[config.mk]
export PLATFORM = sky130hd
export DESIGN_NAME = spi_target_regs
export DESIGN_NICKNAME = d
export VERILOG_FILES = /design/src/rtl/spi_target_regs.sv
export SDC_FILE = /design/constraint.sdc
export NUM_CORES = 1
export LEC_CHECK = 0
export ABC_AREA = 1
export CAP_MARGIN = 20
export CORE_MARGIN = 2
export CORE_UTILIZATION = 51
export DETAILED_ROUTE_END_ITERATION = 16
export DONT_BUFFER_PORTS = 1
export GPL_TIMING_DRIVEN = 1
export MAX_ROUTING_LAYER = met4
export PLACE_DENSITY = 0.65
export SLEW_MARGIN = 20
export SYNTH_ARGS = -nofsm -noshare
export SYNTH_HDL_FRONTEND = slang
export SYNTH_SLANG_ARGS = --single-unit
[constraint.sdc]
create_clock -name clk_in -period 30.4 [get_ports clk_in]
set_input_delay 4.56 -clock clk_in [delete_from_list [all_inputs] [get_ports clk_in]]
set_output_delay 4.56 -clock clk_in [all_outputs]
set_load 0.01 [all_outputs]
[src/rtl/spi_target_regs.sv]
// spi_target_regs
//   SPI mode-3 target for 40-bit datagrams {wr, addr[6:0], data[31:0]}.
//   Write frames update a register bank. Read frames set the read pointer,
//   and the addressed register is returned in the NEXT frame, after the
//   status byte.
//
//   Optional feature macro: SPI_TARGET_ERRCNT_EN
//     Adds err_count_out, a saturating count of frames discarded for having
//     the wrong bit count. Status bit 7 is then replaced by (err_count_out != 0).
//
// Ports
//   clk_in, reset_in           system clock, async active-high reset
//   sclk_in, cs_n_in, mosi_in  SPI pins (unsynchronised)
//   miso_out, miso_oe_out      SPI return data and its output enable
//   status_in[7:0]             status byte, sampled when a frame starts
//   frame_valid_out            one-cycle pulse per accepted 40-bit frame
//   frame_wr/addr/data_out     fields of the last accepted frame
//   regs_out                   flattened register bank, reg k at [k*32 +: 32]
//   err_count_out[7:0]         (SPI_TARGET_ERRCNT_EN only) discarded-frame count
//
// FSM states
//   state | meaning
//   IDLE  | waiting for the synchronised cs_n falling edge
//   SHIFT | frame selected, shifting on the synchronised sclk rising edges
//   DONE  | one cycle after the cs_n rise: commit the frame or discard it
module spi_target_regs #(
  parameter int NUM_REGS    = 16,
  parameter int SYNC_STAGES = 2
) (
  input  logic                     clk_in,
  input  logic                     reset_in,
  input  logic                     sclk_in,
  input  logic                     cs_n_in,
  input  logic                     mosi_in,
  output logic                     miso_out,
  output logic                     miso_oe_out,
  input  logic [7:0]               status_in,
  output logic                     frame_valid_out,
  output logic                     frame_wr_out,
  output logic [6:0]               frame_addr_out,
  output logic [31:0]              frame_data_out,
  output logic [NUM_REGS*32-1:0]   regs_out
`ifdef SPI_TARGET_ERRCNT_EN
  ,
  output logic [7:0]               err_count_out
`endif
);

  localparam int AW = (NUM_REGS > 1) ? $clog2(NUM_REGS) : 1;
  localparam logic [7:0] NUM_REGS_B = 8'(NUM_REGS);

  typedef enum logic [1:0] {IDLE, SHIFT, DONE} state_t;

  state_t                 state;
  logic [SYNC_STAGES-1:0] sclk_sync, cs_sync, mosi_sync;
  logic                   sclk_prev, cs_prev;
  logic                   start_pend;
  logic [5:0]             bit_cnt;
  logic [39:0]            rx_shift, tx_shift;
  logic [6:0]             rd_ptr;
  logic [31:0]            regs [NUM_REGS];
  logic [31:0]            rd_data;
  logic [7:0]             status_eff;

  logic sclk_s, cs_s, mosi_s, sclk_rise, cs_fall, cs_rise;
  logic rd_ok, wr_ok;

  assign sclk_s    = sclk_sync[SYNC_STAGES-1];
  assign cs_s      = cs_sync[SYNC_STAGES-1];
  assign mosi_s    = mosi_sync[SYNC_STAGES-1];
  assign sclk_rise = sclk_s & ~sclk_prev;
  assign cs_fall   = ~cs_s & cs_prev;
  assign cs_rise   = cs_s & ~cs_prev;

  assign rd_ok = ({1'b0, rd_ptr} < NUM_REGS_B);
  assign wr_ok = ({1'b0, rx_shift[38:32]} < NUM_REGS_B);

  always_comb begin
    rd_data = '0;
    if (rd_ok) rd_data = regs[rd_ptr[AW-1:0]];
  end

`ifdef SPI_TARGET_ERRCNT_EN
  assign status_eff = {err_count_out != 8'd0, status_in[6:0]};
`else
  assign status_eff = status_in;
`endif

  assign miso_oe_out = (state == SHIFT);
  assign miso_out    = (state == SHIFT) & tx_shift[39];

  for (genvar k = 0; k < NUM_REGS; k++) begin : g_regs_out
    assign regs_out[k*32 +: 32] = regs[k];
  end

  // Synchronisers reset to 0, so a cs_n pin that is still low when reset is
  // released looks like "already selected": no falling edge is seen until the
  // pin goes high and falls again. Rising edges of the synchronised signals
  // that come out of reset land in IDLE and are ignored.
  always_ff @(posedge clk_in or posedge reset_in) begin
    if (reset_in) begin
      sclk_sync <= '0;
      cs_sync   <= '0;
      mosi_sync <= '0;
      sclk_prev <= 1'b0;
      cs_prev   <= 1'b0;
    end else begin
      sclk_sync <= {sclk_sync[SYNC_STAGES-2:0], sclk_in};
      cs_sync   <= {cs_sync[SYNC_STAGES-2:0], cs_n_in};
      mosi_sync <= {mosi_sync[SYNC_STAGES-2:0], mosi_in};
      sclk_prev <= sclk_s;
      cs_prev   <= cs_s;
    end
  end

  always_ff @(posedge clk_in or posedge reset_in) begin
    if (reset_in) begin
      state           <= IDLE;
      start_pend      <= 1'b0;
      bit_cnt         <= '0;
      rx_shift        <= '0;
      tx_shift        <= '0;
      rd_ptr          <= '0;
      frame_valid_out <= 1'b0;
      frame_wr_out    <= 1'b0;
      frame_addr_out  <= '0;
      frame_data_out  <= '0;
      for (int k = 0; k < NUM_REGS; k++) regs[k] <= '0;
`ifdef SPI_TARGET_ERRCNT_EN
      err_count_out   <= '0;
`endif
    end else begin
      frame_valid_out <= 1'b0;
      case (state)
        IDLE: begin
          // start_pend holds a cs_n fall that arrived while in DONE
          if (cs_fall || start_pend) begin
            state      <= SHIFT;
            start_pend <= 1'b0;
            bit_cnt    <= '0;
            tx_shift   <= {status_eff, rd_data};
          end
        end
        SHIFT: begin
          if (sclk_rise) begin
            rx_shift <= {rx_shift[38:0], mosi_s};
            tx_shift <= {tx_shift[38:0], 1'b0};
            if (bit_cnt != 6'd63) bit_cnt <= bit_cnt + 6'd1;
          end
          if (cs_rise) state <= DONE;
        end
        DONE: begin
          state      <= IDLE;
          start_pend <= cs_fall;
          if (bit_cnt == 6'd40) begin
            frame_valid_out <= 1'b1;
            frame_wr_out    <= rx_shift[39];
            frame_addr_out  <= rx_shift[38:32];
            frame_data_out  <= rx_shift[31:0];
            if (rx_shift[39]) begin
              if (wr_ok) regs[rx_shift[32+AW-1:32]] <= rx_shift[31:0];
            end else begin
              rd_ptr <= rx_shift[38:32];
            end
          end
`ifdef SPI_TARGET_ERRCNT_EN
          else if (err_count_out != 8'hFF) begin
            err_count_out <= err_count_out + 8'd1;
          end
`endif
        end
        default: state <= IDLE;
      endcase
    end
  end

endmodule

# --- Word-level counts from Yosys, hierarchy flattened ---
# Index checks and enable logic that the tools add are counted.
classes:
  addsub: 1
  n_mux: 21
  reduce_logical: 13
  magnitude_cmp: 5
  eq_ne: 8
  bitwise: 10
op_table:
  columns: ["op", "n"]
  rows:
  - ["$bwmux 512", 1]
  - ["$bmux 32 s4", 1]
  - ["$demux 32 s4", 1]
  - ["$mux 32", 4]
  - ["$mux 40", 2]
  - ["$pmux 40 s2", 1]
  - ["$mux 6", 3]
  - ["$lt 7x5->1 const B", 2]
  - ["$pmux 6 s2", 1]
  - ["$ge 5x5->1 const B", 2]
  - ["$not 4->5", 2]
  - ["$reduce_and 2->1", 4]
  - ["$reduce_and 4->1", 2]
  - ["$add 6x1->6 const B", 1]
  - ["$eq 6x6->1 const B", 1]
  - ["$ne 2x1->1 const B", 3]
  - ["$ne 6x6->1 const B", 1]
  - ["$reduce_and 3->1", 2]
  - ["$lt 5x1->1 const B", 1]
  - ["$and 1x1->1", 4]
  - ["$mux 2", 2]
  - ["$not 1->1", 4]
  - ["$pmux 2 s2", 1]
  - ["$reduce_bool 2->1", 2]
  - ["8 further kinds", 10]
totals:
  word_cells: 89
  regBits: 657
  inputBits: 13

# --- Longest topological paths before layout ---
logic_depth:
  ltp_word: 7
  ltp_mapped: 12
  mapped_depth_nobuf: 10

# --- Worst setup path after synthesis ---
# No wires, ideal clock.
synth_timing:
  kind: "register to output"
  from: "register state[1]"
  to: "output port miso_out"
  path_slack_ns: 24.620
  required_time_ns: 25.840
  t_arrival_ns: 1.220
  stages_incl_launch_ff: 6
  path_cell_list: "dfrtp_1 -> nor2_1 -> clkbuf_1 -> inv_1 -> clkbuf_1 -> nor2_1"
synth_between:
  elab_chain_cells: 2
synth_rtl:
  columns: ["element", "line_no", "rtl"]
  rows:
  - ["start: declaration", "54", "state_t state;"]
  - ["start signal: assignment", "118", "state <= IDLE;"]
  - ["start signal: assignment", "138", "state <= SHIFT;"]
  - ["start signal: assignment", "150", "if (cs_rise) state <= DONE;"]
  - ["$eq 2x1->1", "90", "assign miso_out = (state == SHIFT) & tx_shift[39];"]
  - ["$and 1x1->1", "90", null]
  - ["end: declaration", "35", "output logic miso_out,"]
# Every way passes these cells.

==> results.toml <==
[sta]
period_share_pct = 23.4
setup_tns_ns = 0
finalSetupViolations = 0
fmax_ghz = 0.141
period_minus_slack_ns = 7.10
hold_viol_final = 0
skew_ns = 0.0205
finalMaxSlewViolations = 0
rsz0062_at_grt = "no"
slew_headroom_pct = 19.9
tightest_slew_ns = 1.20
fin_ws_ns = 23.30

[placement]
gp_congestion = 0.881
pre_cts_ws_ns = 22.54
portBuffers = 0
place_hpwl_um = 66100

[yosys]
synthMuxAreaShare_pct = 0
synthTopCellsByArea = "dfrtp_1, nand2_1, nand3_1, inv_1, o21ai_0"
syn_nets = 3930
synth_ff_type = "dfrtp_1"
synth_xor_area_share_pct = 0
synth.cell_area_um2 = 30500
syn_area_per_cell_um2 = 7.78
synth-async-reset-ratio_pct = 100
synth-adder-area-share_pct = 0.0821
ys_seq_area_share_pct = 53.9
netlist.area_leader.share_pct = 53.9
synth-seq-cells = 657
synth_common_cells = "nand2_1, dfrtp_1, inv_1"
synth_top_family_by_area = "simple AND/OR/NAND/NOR gates"
yosys_warnings = 0
netlist-cell-type-count = 28
synth_compound_area_share_pct = 10.8
synthSimpleGateAreaFrac_pct = 25.2
synth.most_common_cell = "nand2_1"
synth_edf_count = 0
synth_top_cell_by_area = "dfrtp_1"
postSynthCellCount = 3915

[power_and_ir_drop]
leakagePower_nw = 14.9
ir_drop_mv = 0.0498
p_total_mw = 1.92
p_per_area_nw_per_um2 = 58.6

[setup_path]
reg2reg_depth = 9
end_kind = "asynchronous set/reset pin"
cp-start-kind = "primary input"
critPathLaunch = "reset_in"
cp_max_fo = 110
rr_startpoint = "state[1]$_DFFE_PP0P_"
required_ns = 31.00
crit_type = "primary input to asynchronous set/reset pin"
crit_arrival_ns = 7.70

[run_status]
outcome = "finished, final reports clean"

[routing]
post-route-drc-count = 0
vias = 25900
wirelength_um = 107000
met3_length_um = 11600
routed.top_layer = "met4"
wl_met2_um = 50000
antenna_left = 0
via_per_inst = 5.66
drt_pass1_iterations = 6
post_drt_wl_per_cell_um = 23.4
routedLengthMet1_um = 41300
drt-initial-drc-count = 2848

[finish]
layout-drive-gt1-share_pct = 4.33
final_nets = 3756
fillers = 5558
final_core_util_pct = 55.6
syn2layout_area_growth_pct = 7.64

[clock_network]
cts_buffer_depth = 3
cts_root_buf = "clkbuf_16"
clk_pin_slew_ns = 0.06
cts_tree = "yes"
cts_num_sinks = 657
postCtsSetupBuffers = 0
cts_resized = 0
cts_inserted_buffers = 72
holdBufCountCts = 0
htree_levels = 3
clk_latency_ns = 0.61

[die]
pin_count = 568
fp.dieH_um = 248
die_area_um2 = 61700
rows = 89
start_util_pct = 51.6
core_area_um2 = 59000
die_x_um = 248

[min_path]
worstHoldPathType = "flip-flop to flip-flop"
hp-start = "mosi_sync[0]$_DFF_PP0_"
whs_path_depth = 0

[global_route]
grt_max_degree = 119
first_global_vias = 24000
antenna_found_initial = 2
gr-total-overflow = 0
grt_pass1_wl_um = 161000
grt_use_total_pct = 35.1

[job]
maxCapViolCount = 0
[per-stage QoR]
stage	cells	instance area [um2]	hold WS (ns)
floorplan	3915	30500	0.331
global placement	4440	30500	0.332
detailed placement	4440	30500	0.349
CTS	4564	32800	0.361
global route	4566	32800	0.368
finish	4566	32800	0.360
[area by class of cell]
class / count / area, um2 / share of cell area (%)
repair buffers: 21 / 158 / 0.481
diodes: 2 / 5.00 / 0.0153
multi-input cells: 2513 / 11100 / 33.8
clock buffers: 107 / 2140 / 6.54
well taps: 773 / 967 / 2.95
flip-flops and latches: 657 / 16500 / 50.2
clock inverters: 17 / 184 / 0.561
inverters: 476 / 1810 / 5.52
[critical path, stage by stage]
cell and delay, ns:
inv_8 0.48, buf_4 0.83, buf_4 0.80, buf_4 0.85
[final timing paths]
kind	endpoint	slack, ns
max	bit_cnt[2]$_DFFE_PP0P_	23.30
min	mosi_sync[1]$_DFF_PP0_	0.36
max reg2reg	tx_shift[15]$_DFFE_PP0P_	26.50
min reg2reg	mosi_sync[1]$_DFF_PP0_	0.36
max in group clk_in	miso_oe_out	24.17
min in group asynchronous	regs_out[416]$_DFFE_PP0P_	3.94
[cells in the final DEF (no fill, tap or decap), types with 5 or more instances in the layout]
cell type     n
o211ai_1      8
o21ai_1     321
o21ai_0     321
buf_4        21
nand3_4      16
clkbuf_1     15
nand2_1    1393
clkinv_2      9
nand3_1     406
clkbuf_8     19
inv_6         5
dfrtp_1     653
inv_1       469
clkbuf_16    73
nor2_1       29
[kinds of logic after synthesis]
family | count (synthesis)
buffers and inverters | 745
and+or+nand+nor | 1856
DFF | 657
adders and majority gates | 2
AOI/OAI and AO/OA | 655
[report_power, final]
group          internal, mW  switching (mW)  total, mW
Combinational        0.0224           0.110      0.132
Clock                 0.513           0.363      0.876
Sequential            0.901          0.0120      0.913
[sequential cells by signal, summed over array words and instances (netlist names)]
| register | count |
|---|---|
| regs_out | 512 |
| rx_shift | 40 |
| tx_shift | 40 |
| frame_data_out | 32 |
| frame_addr_out | 7 |
| rd_ptr | 7 |
| bit_cnt | 6 |
| cs_sync | 2 |
| mosi_sync | 2 |
| sclk_sync | 2 |
| state | 2 |
| cs_prev | 1 |
| frame_valid_out | 1 |
| frame_wr_out | 1 |
| sclk_prev | 1 |
| start_pend | 1 |
[layer usage]
metal  vias to the layer above  track usage, %
met5                         -               -
met3                       193            11.0
met4                         0            12.1
li1                      11900               -
met1                     12500            43.5
met2                      1263            54.6
Power figures use the tool's default switching activity.
